==> config.mk <==
export PLATFORM = sky130hd
export DESIGN_NAME = display_scheduler
export DESIGN_NICKNAME = d
export VERILOG_FILES = /design/src/rtl/display_pkg.sv /design/src/rtl/digit_scanner.sv /design/src/rtl/display_scheduler.sv
export SDC_FILE = /design/constraint.sdc
export NUM_CORES = 1
export LEC_CHECK = 0
export BUFFER_PORTS_ARGS = -buffer_cell sky130_fd_sc_hd__buf_2
export CORE_MARGIN = 2
export CORE_UTILIZATION = 52
export CTS_CLUSTER_DIAMETER = 80
export DETAILED_ROUTE_END_ITERATION = 8
export PLACE_DENSITY = 0.71
export RECOVER_POWER = 25
export SYNTH_ARGS = -nofsm -noshare
export SYNTH_HDL_FRONTEND = slang
export SYNTH_HIERARCHICAL = 1
export SYNTH_SLANG_ARGS = --single-unit
==> constraint.sdc <==
create_clock -name clk -period 5.9 [get_ports clk]
set_clock_uncertainty 0.1 [all_clocks]
set_input_delay 0.885 -clock clk [delete_from_list [all_inputs] [get_ports clk]]
set_output_delay 0.885 -clock clk [all_outputs]
set_load 0.005 [all_outputs]
==> src/rtl/display_pkg.sv <==
// rtl/display_pkg.sv - shared widths, phase encoding and digit field helper for the display scheduler
package display_pkg;

    localparam int DIGITS = 4;
    localparam int CODE_W = 5;
    localparam int MSG_W  = 20;

    typedef enum logic {
        SHOW_PASS = 1'b0,
        SHOW_ENCR = 1'b1
    } phase_t;

    // Digit 0 is the rightmost digit and lives in the low bits of the message.
    function automatic logic [CODE_W-1:0] digit_field(input logic [MSG_W-1:0] msg,
                                                      input logic [1:0]       idx);
        return msg[idx*CODE_W +: CODE_W];
    endfunction

endpackage

==> src/rtl/digit_scanner.sv <==
// rtl/digit_scanner.sv - refresh divider, digit index and active-low anode strobe
module digit_scanner #(
    parameter int REFRESH_DIV = 100_000
) (
    input  logic       clk,
    input  logic       reset,
    output logic [1:0] d,
    output logic       digit_adv,
    output logic [3:0] anode
);

    localparam int CNT_W = (REFRESH_DIV > 1) ? $clog2(REFRESH_DIV) : 1;

    logic [CNT_W-1:0] refresh_cnt;
    logic [1:0]       d_next;

    assign digit_adv = (refresh_cnt == CNT_W'(REFRESH_DIV - 1));
    assign d_next    = digit_adv ? d + 2'd1 : d;

    // anode is decoded from d_next so it changes on the same edge as d.
    always_ff @(posedge clk) begin
        if (reset) begin
            refresh_cnt <= '0;
            d           <= 2'd0;
            anode       <= 4'b1110;
        end else begin
            refresh_cnt <= digit_adv ? '0 : refresh_cnt + 1'b1;
            d           <= d_next;
            anode       <= ~(4'b0001 << d_next);
        end
    end

endmodule

==> src/rtl/display_scheduler.sv <==
// rtl/display_scheduler.sv - PASS/ENCR dwell alternation, tear-free ciphertext load and digit symbol mux
module display_scheduler
    import display_pkg::*;
#(
    parameter int REFRESH_DIV  = 100_000,
    parameter int DWELL_CYCLES = 200_000_000
) (
    input  logic              clk,
    input  logic              reset,
    input  logic [MSG_W-1:0]  pass_code,
    input  logic [MSG_W-1:0]  enc_code,
    input  logic              enc_valid,
    output logic              enc_ready,
    input  logic              hold,
    output logic [3:0]        anode,
    output logic [CODE_W-1:0] sym_code,
    output logic              showing_encr
);

    localparam int DWELL_W = (DWELL_CYCLES > 1) ? $clog2(DWELL_CYCLES) : 1;

    phase_t             state, state_next;
    logic [DWELL_W-1:0] dwell_cnt;
    logic               dwell_wrap;
    logic               commit;
    logic               accept;

    logic [MSG_W-1:0]   shadow;
    logic               shadow_full;
    logic [MSG_W-1:0]   active_enc;
    logic               enc_loaded;

    logic [1:0]         d;
    logic               digit_adv;
    logic [1:0]         d_next;
    logic [MSG_W-1:0]   msg_next;
    logic [CODE_W-1:0]  sym_next;

    digit_scanner #(
        .REFRESH_DIV (REFRESH_DIV)
    ) u_scanner (
        .clk       (clk),
        .reset     (reset),
        .d         (d),
        .digit_adv (digit_adv),
        .anode     (anode)
    );

    assign enc_ready  = ~shadow_full;
    assign accept     = enc_valid & ~shadow_full;
    assign dwell_wrap = ~hold & (dwell_cnt == DWELL_W'(DWELL_CYCLES - 1));

    // Commits are only taken on the PASS->ENCR transition so a message is never swapped mid-phase.
    always_comb begin
        state_next = state;
        commit     = 1'b0;
        if (dwell_wrap) begin
            if (state == SHOW_PASS) begin
                if (shadow_full) begin
                    commit     = 1'b1;
                    state_next = SHOW_ENCR;
                end else if (enc_loaded) begin
                    state_next = SHOW_ENCR;
                end
            end else begin
                state_next = SHOW_PASS;
            end
        end
    end

    // Symbol is computed from next-cycle digit and phase so it lands with the anode.
    always_comb begin
        d_next   = digit_adv ? d + 2'd1 : d;
        msg_next = pass_code;
        if (state_next == SHOW_ENCR) begin
            msg_next = commit ? shadow : active_enc;
        end
        sym_next = digit_field(msg_next, d_next);
    end

    always_ff @(posedge clk) begin
        if (reset) begin
            state        <= SHOW_PASS;
            dwell_cnt    <= '0;
            shadow       <= '0;
            shadow_full  <= 1'b0;
            active_enc   <= '0;
            enc_loaded   <= 1'b0;
            sym_code     <= pass_code[CODE_W-1:0];
            showing_encr <= 1'b0;
        end else begin
            state <= state_next;
            if (!hold) begin
                dwell_cnt <= dwell_wrap ? '0 : dwell_cnt + 1'b1;
            end
            if (accept) begin
                shadow      <= enc_code;
                shadow_full <= 1'b1;
            end else if (commit) begin
                shadow_full <= 1'b0;
            end
            if (commit) begin
                active_enc <= shadow;
                enc_loaded <= 1'b1;
            end
            sym_code     <= sym_next;
            showing_encr <= (state_next == SHOW_ENCR);
        end
    end

endmodule
[After elaboration in Yosys (flattened, before gate mapping)]
Index checks and enable logic that the tools add are counted.
Cells by class
  $add $sub $neg: 3
  multipliers: 1
  eq/ne operators: 2
  shift operators: 2
  muxes and demuxes: 14
  bitwise operators: 5
  reduce and logical (&&, ||, !) cells: 2
Operator list (number)
  two-way mux 20 bit: 2
  adder 28 x 1 -> 28 bit (second input constant): 1
  equality test 28 bit (second input constant): 1
  two-way mux 28 bit: 1
  indexed part select 20 x 6 -> 5 bit: 1
  adder 17 x 1 -> 17 bit (second input constant): 1
  equality test 17 bit (second input constant): 1
  two-way mux 1 bit: 9
  multiplier 2 x 3 -> 5 bit (second input constant): 1
  two-way mux 5 bit: 1
  inverter 4 bit: 1
  << shifter 1 x 2 -> 4 bit (first input constant): 1
  adder 2 x 1 -> 2 bit (second input constant): 1
  bitwise AND 1 bit: 2
  two-way mux 2 bit: 1
  inverter 1 bit: 2
  nonzero test 2 bit: 1
  OR reduction 2 bit: 1
Word-level totals
  bits in registers: 99
  input bits: 44
  word-level logic and storage cells: 39

[Logic depth before layout (Yosys ltp)]
Gate-level depths: netlist of the first run.
  word-level depth: 7
  mapped depth: 11
  mapped depth without buffers: 10

[Modules after synthesis]
Netlist of the first run, hierarchy kept.
Modules (own cells, without submodules)
  display_scheduler: times used 1, cells each 376, area an instance 3345.7 um^2, seq. area each 1521.5 um^2
  digit_scanner: times used 1, cells each 122, area an instance 1084.8 um^2, seq. area each 460.4 um^2

[Worst setup path after synthesis of the first run]
No wires, ideal clock.
  path kind: input -> register
  start: input hold
  end: register sym_code[3]
  library setup time: 0.086 ns
  arrival: 2.952 ns
  required time: 5.714 ns
  slack: 2.763 ns
  stages on the path: 9
  buffers on the path: 2
  path through: nand4b_4 or3_4 or4_4 buf_6 buf_4 mux2i_1 mux2_2 and3_1 a211oi_1
On the way
  word-level cells in the longest chain between the ends: 7
RTL lines
  from (decl): RTL line display_scheduler.sv:14  | input logic hold,
  inverter 1 bit *: RTL line display_scheduler.sv:51  | assign dwell_wrap = ~hold & (dwell_cnt == DWELL_W'(DWELL_CYCLES - 1));
  bitwise AND 1 bit *: RTL line display_scheduler.sv:51
  two-way mux 1 bit: RTL line display_scheduler.sv:57  | if (dwell_wrap) begin
  two-way mux 20 bit
  two-way mux 20 bit *: RTL line display_scheduler.sv:75  | if (state_next == SHOW_ENCR) begin
  indexed part select 20 x 6 -> 5 bit *: RTL line display_pkg.sv:16  | return msg[idx*CODE_W +: CODE_W];
  two-way mux 5 bit *: RTL line display_scheduler.sv:82  | if (reset) begin
  to (signal assigned): RTL line display_scheduler.sv:89  | sym_code <= pass_code[CODE_W-1:0];
  to (signal assigned): RTL line display_scheduler.sv:106  | sym_code <= sym_next;
  to (decl): RTL line display_scheduler.sv:16  | output logic [CODE_W-1:0] sym_code,
Mark *: on every way between the ends. The rest lies on a longest branch, timed or not.
A chain may end at the register's enable or synchronous reset.

[Final worst setup path of the first run]
  start: register u_scanner.refresh_cnt[11]
  end: register sym_code[3]
On the way
  word-level cells in the longest chain between the ends: 5
RTL lines
  from (decl): RTL line digit_scanner.sv:14  | logic [CNT_W-1:0] refresh_cnt;
  from (signal assigned): RTL line digit_scanner.sv:27  | refresh_cnt <= digit_adv ? '0 : refresh_cnt + 1'b1;
  equality test 17 bit: RTL line digit_scanner.sv:17  | assign digit_adv = (refresh_cnt == CNT_W'(REFRESH_DIV - 1));
  net digit_adv: RTL line display_scheduler.sv:34  | logic digit_adv;
  two-way mux 2 bit: RTL line display_scheduler.sv:73  | d_next = digit_adv ? d + 2'd1 : d;
  multiplier 2 x 3 -> 5 bit: RTL line display_pkg.sv:16
  indexed part select 20 x 6 -> 5 bit: RTL line display_pkg.sv:16
  two-way mux 5 bit: RTL line display_scheduler.sv:82
The timed path passes the listed nets, and every way through them passes these cells.

==> metrics, run 1 <==
outcome finished with violations; failing checks capacitance limit, slew limit; largest family of logic cells by synthesized area simple AND/OR/NAND/NOR gates; met1 Usage GRT 0.2786; Fin. Hold Viols 0; Primary FF master, synth dfxtp_1; Hold WC Path Type flop to flop; Distinct cells, synth between 50 and 60; Reg clk slew, reported paths roughly 0.10 ns; sequential share of the synthesized area 0.4473; drt drc 0; Die W around 96 um; leak pwr between 0.0015 and 0.002 uW; Largest delay share family, worst path simple AND/OR/NAND/NOR gates; Max VDD drop between 0.15 and 0.2 mV; final worst-path cycle share 0.6253; GR Overflow Total 0; flops & latches, synth roughly 100; GRT Util Overall 0.2067; first-pass GRT wire length ~15 mm; worst r2r path cells 9; First DRT Iteration DRCs 65; post-cts sizing count 0; fill count about 760; EDFF count, synth 0; Area Overhead vs Synth 10.28%; PwrDens between 200 and 250 nW/um^2; CP Max Fanout 12; vias in the first global route ~3,100; synth top area cells dfxtp_1, nor2_1, mux2i_1, nand2_1, xnor2_1; cell breakdown of the critical path or4_4 > nor2_4 > nand2_1 > nor4_1 > xor2_1 > nor3b_1 > inv_1 > o32ai_1 > a211oi_1; largest net degree at the start of global routing 42; ANT cells 0; slew margin rel. -0.1309; core area 8258 sq um; Final Critical Period about 3.7 ns; mean number of vias per cell about 5.3; Synth top area share 0.4473; setup_tns 0 ns; Most Crowded Layer GR met2; vias after detailed routing 3,447; dpl hpwl around 6.5 mm; Worst EP required 6.04 ns; Die ar. 9275 sq um; IO Pins 55; met3 global-route usage 0.05168; worst-margin pin slew between 1.5 and 2 ns; register area approximately 2000 sq um; CTS root buffer clkbuf_8; most frequent cells in the layout dfxtp_1, nor2_1, nand2_1, buf_2, a21oi_1; worst path bufs/invs 1; Crit path largest cell delay between 0.9 and 1 ns; WHS Path Cells 2; CTS tree done; WL final a little over 9 mm; Worst-Skew Late Latency 0.36 ns; Crit. path cell count 9; post-synthesis xor/xnor area fraction 0.08105; unrepaired setup endpoints after global routing no; yosys warns 6; Max Root-Sink Buffers 2; I/O Buffers 54; Total Nets Final just under 600; Synth Area per Inst between 8 and 9 sq um; most common cell after layout, fill and taps aside dfxtp_1; Die Height slightly below 100 um; CP max stage cell xor2_1; # Post-CTS Setup Buffers 0; drt pass-1 iters 4; f_max ~270 MHz; cell taking the most area after synthesis dfxtp_1; Crit Path Category flop to flop; ANT nets after route 0; adder-cell area share of the yosys netlist 0.005648; Critical Path AT about 3.8 ns; Post-synth ARST share 0; total power ~1200 uW; RD Place Congestion between 0.8 and 0.9; final slew viol count 42; met2 Resource Use GR 0.3368; antenna violations before repair 0; final setup fails 0; share of cells above drive strength 1 0.1670; post-synthesis mux area share 0.1011; Post-Synth Simple-Gate Area 0.2635; Post-Syn Area roughly 4400 sq um; Row Count 33; Clock Sinks 99; Setup crit end kind flop; Avg WL per Cell between 10 and 15 um; Synth Net Count approximately 540; Starting Density 0.5365; multi-input logic area around 2300 sq um; CTS H-tree depth 3; total CTS buffers 9; max cap viols 1; compound-cell area share of the yosys netlist 0.06552; Cells after Synth between 400 and 500; Post-CTS Hold Buffers 0; Critical Path Source Type flop
==> Yosys cell counts (13+ instances only) <==
master    number
xor2_1        19
nand4_1       13
nand3_1       16
clkbuf_1      17
dfxtp_1       99
xnor2_1       22
a21oi_1       26
nand2_1       60
mux2i_1       23
nor2_1        78
nor2b_1       15
==> flip-flops by register name (all words and copies together), names as in the netlist <==
name                   cells
u_scanner/refresh_cnt     17
dwell_cnt                 28
shadow                    20
sym_code                   5
state                      1
u_scanner/anode            4
shadow_full                1
active_enc                20
enc_loaded                 1
u_scanner/d                2
==> metal layers <==
| metal | wire length, um | part of all wire |
|---|---|---|
| met2 | 4412 | 0.48 |
| met1 | 4452 | 0.48 |
| met5 | 0 | 0 |
| met4 | 70 | 0.0076 |
| met3 | 260 | 0.028 |
==> stage by stage <==
stage | instances | util | area [sq um] | hold slack (ns) | worst slack (ns)
3_5_place_dp | 634 | 0.5723 | 4726 | 0.3508 | 2.240
3_3_place_gp | 634 | 0.5723 | 4726 | 0.3418 | 2.313
4_1_cts | 650 | 0.5944 | 4908 | 0.3668 | 2.202
5_1_grt | 650 | 0.5917 | 4886 | 0.3787 | 1.820
2_1_floorplan | 498 | - | 4431 | 0.3322 | 2.763
6_report | 650 | 0.5917 | 4886 | 0.3635 | 2.211
==> worst paths after layout <==
| path | startpoint | endpoint | slack (ns) |
|---|---|---|---|
| setup / recovery | u_scanner/refresh_cnt[11]$_SDFF_PP0_ | sym_code[3]$_DFF_P_ | 2.21 |
| hold / removal | shadow[8]$_SDFFE_PP0P_ | shadow[8]$_SDFFE_PP0P_ | 0.36 |
| setup reg to reg | u_scanner/refresh_cnt[11]$_SDFF_PP0_ | sym_code[3]$_DFF_P_ | 2.21 |
| hold reg to reg | shadow[8]$_SDFFE_PP0P_ | shadow[8]$_SDFFE_PP0P_ | 0.36 |
==> cell families after synthesis <==
kind of cell / after synthesis
mux: 41
xor+xnor: 41
flops: 99
simple gates: 234
fa+ha+maj: 2
buf+inv: 35
compound gates: 46
==> power by group <==
group | total (uW) | switching (uW) | leakage (uW) | internal, uW
Clock | 404 | 244 | 0.0000921 | 160
Combinational | 66.6 | 38.1 | 0.000991 | 28.5
Sequential | 690 | 8.49 | 0.000804 | 681
==> layout make-up <==
cell class / instances / area share
clock buffer: 9 / 0.02535
clock inverter: 7 / 0.01204
multi-input combinational: 364 / 0.4671
timing repair buffer: 56 / 0.05531
inverter: 10 / 0.007682
sequential: 99 / 0.4056
tap: 105 / 0.02689
==> worst reg2reg max path: stages, from the launching register on <==
cell and delay [ns]:
dfxtp_1 0.37, or4_4 0.56, nor2_4 0.16, nand2_1 0.07
nor4_1 0.57, xor2_1 0.99, nor3b_1 0.27, inv_1 0.15
o32ai_1 0.26, a211oi_1 0.08
Note: power is estimated with default switching activity, not from simulation.
==> run 2, diff against run 1 <==
Settings changed: PLACE_DENSITY 0.71 to 0.74.
Clock period 5.9 ns to 3.1 ns, I/O delays scaled along.
==> metrics, run 2 (synthesis results as in run 1) <==
Area Overhead vs Synth 13.08%; Clock Sinks ~100; antenna violations before repair 0; GRT Util Overall 0.2033; Starting Density 0.5365; setup_tns 0 ns; GR Overflow Total 0; share of cells above drive strength 1 0.1881; Worst EP required between 3 and 4 ns; Post-CTS Hold Buffers 0; total CTS buffers 9; non-filler cells, final 658; leak pwr roughly 0.0019 uW; Final Critical Period slightly below 3 ns; final core utilization 0.6067; most common cell after layout, fill and taps aside dfxtp_1; CTS H-tree depth 3; I/O Buffers 54; Avg WL per Cell 13.58 um; Top reg by flops dwell_cnt; RD Place Congestion ~0.8; unrepaired setup endpoints after global routing no; drt pass-1 iters 4; Min Hold Slack about 0.23 ns; slew margin rel. 0.4506; PwrDens about 460 nW/um^2; final slew viol count 0; Crit Path Category flop to flop; Reg clk slew, reported paths 0.10 ns; top flop regs dwell_cnt x28, active_enc x20, shadow x20; CTS root buffer clkbuf_8; IO Pins 55; CP Max Fanout 20; Die Height between 90 and 100 um; Setup crit end kind flop; Critical Path AT 3.06 ns; f_max between 300 and 400 MHz; Die W roughly 96 um; final worst-path cycle share 0.9308; largest net degree at the start of global routing just over 50; Critical Path Source Type flop; worst-margin pin slew about 0.8 ns; ANT nets after route 0; drt drc 0; total power approximately 2300 uW; Fin. Hold Viols 0; max cap viols 0; final setup fails 0; vias after detailed routing between 3,000 and 4,000; vias in the first global route roughly 3,200; Worst-Skew Late Latency approximately 0.35 ns; Die ar. between 9000 and 10,000 sq um; Placed Instances 639; most frequent cells in the layout dfxtp_1, nor2_1, nand2_1, buf_2, a21oi_1; Row Count 33; Max VDD drop slightly below 0.3 mV; max reg flops 28; Max Root-Sink Buffers 2; CTS tree done; First DRT Iteration DRCs 88; mean number of vias per cell 5.242; core area between 8000 and 9000 sq um; ANT cells 0; first-pass GRT wire length about 15 mm; WL final just under 9 mm; Hold WC Path Type input port to flop; outcome completed; Total Nets Final around 600; dpl hpwl between 6 and 7 mm
run 2: cell types whose count changed in the layout (fill, tap and decap cells not counted), sizes merged:
cell,change
bufinv,+1
clkinvlp,-1
buf,+8
run 2: final cells by class:
cell class	count	area [sq um]
sequential	99	1982
tap	105	131.4
fill	737	3248
clock inverter	7	83.83
inverter	10	37.54
multi-input combinational	364	2317
timing repair buffer	64	334.1
clock buffer	9	123.9
run 2: stage by stage:
step	area, sq um	setup slack, ns
floorplan	4431	0.07147
detailed placement	4763	0.1050
finish	5010	0.2144
global placement	4763	0.1430
CTS	4971	0.1480
global route	5010	0.02486
run 2: critical path, stage by stage, from the launching register on:
cell	delay, ns
dfxtp_1	0.38
ha_1	0.23
nand4b_4	0.12
or3_4	0.40
or4_4	0.63
mux2i_1	0.19
and2_1	0.18
o32a_1	0.33
a211oi_1	0.25
run 2: per-layer routing:
metal  vias to the layer above  share of wire  global-route usage
met1                      1595           0.46              0.2613
met5                         -              0                   0
met4                         0         0.0068             0.04930
li1                       1793              -                   -
met3                         4          0.041             0.05090
met2                        57           0.49              0.3426
run 2: path summary, 6_finish.rpt:
path                            cells past startpoint  slack [ns]                endpoint                       from
worst min register to register                      2        0.36  shadow[1]$_SDFFE_PP0P_     shadow[1]$_SDFFE_PP0P_
worst max register to register                      8        0.21     sym_code[3]$_DFF_P_  dwell_cnt[0]$_SDFFE_PP0N_
worst max-delay path                                8        0.21     sym_code[3]$_DFF_P_  dwell_cnt[0]$_SDFFE_PP0N_
worst min-delay path                                3        0.23  shadow[3]$_SDFFE_PP0P_                enc_code[3]
run 2: where the power goes:
| group | total, uW | switching (uW) | internal [uW] |
|---|---|---|---|
| clock network | 855 | 466 | 389 |
| logic | 126 | 71.1 | 55.0 |
| registers | 1310 | 17.4 | 1300 |
| total | 2300 | 554 | 1740 |
run 2: repair_timing:
action,CTS,global route
setup buffers,0,3
gates resized for setup,0,6
endpoints found under the setup margin,0,5
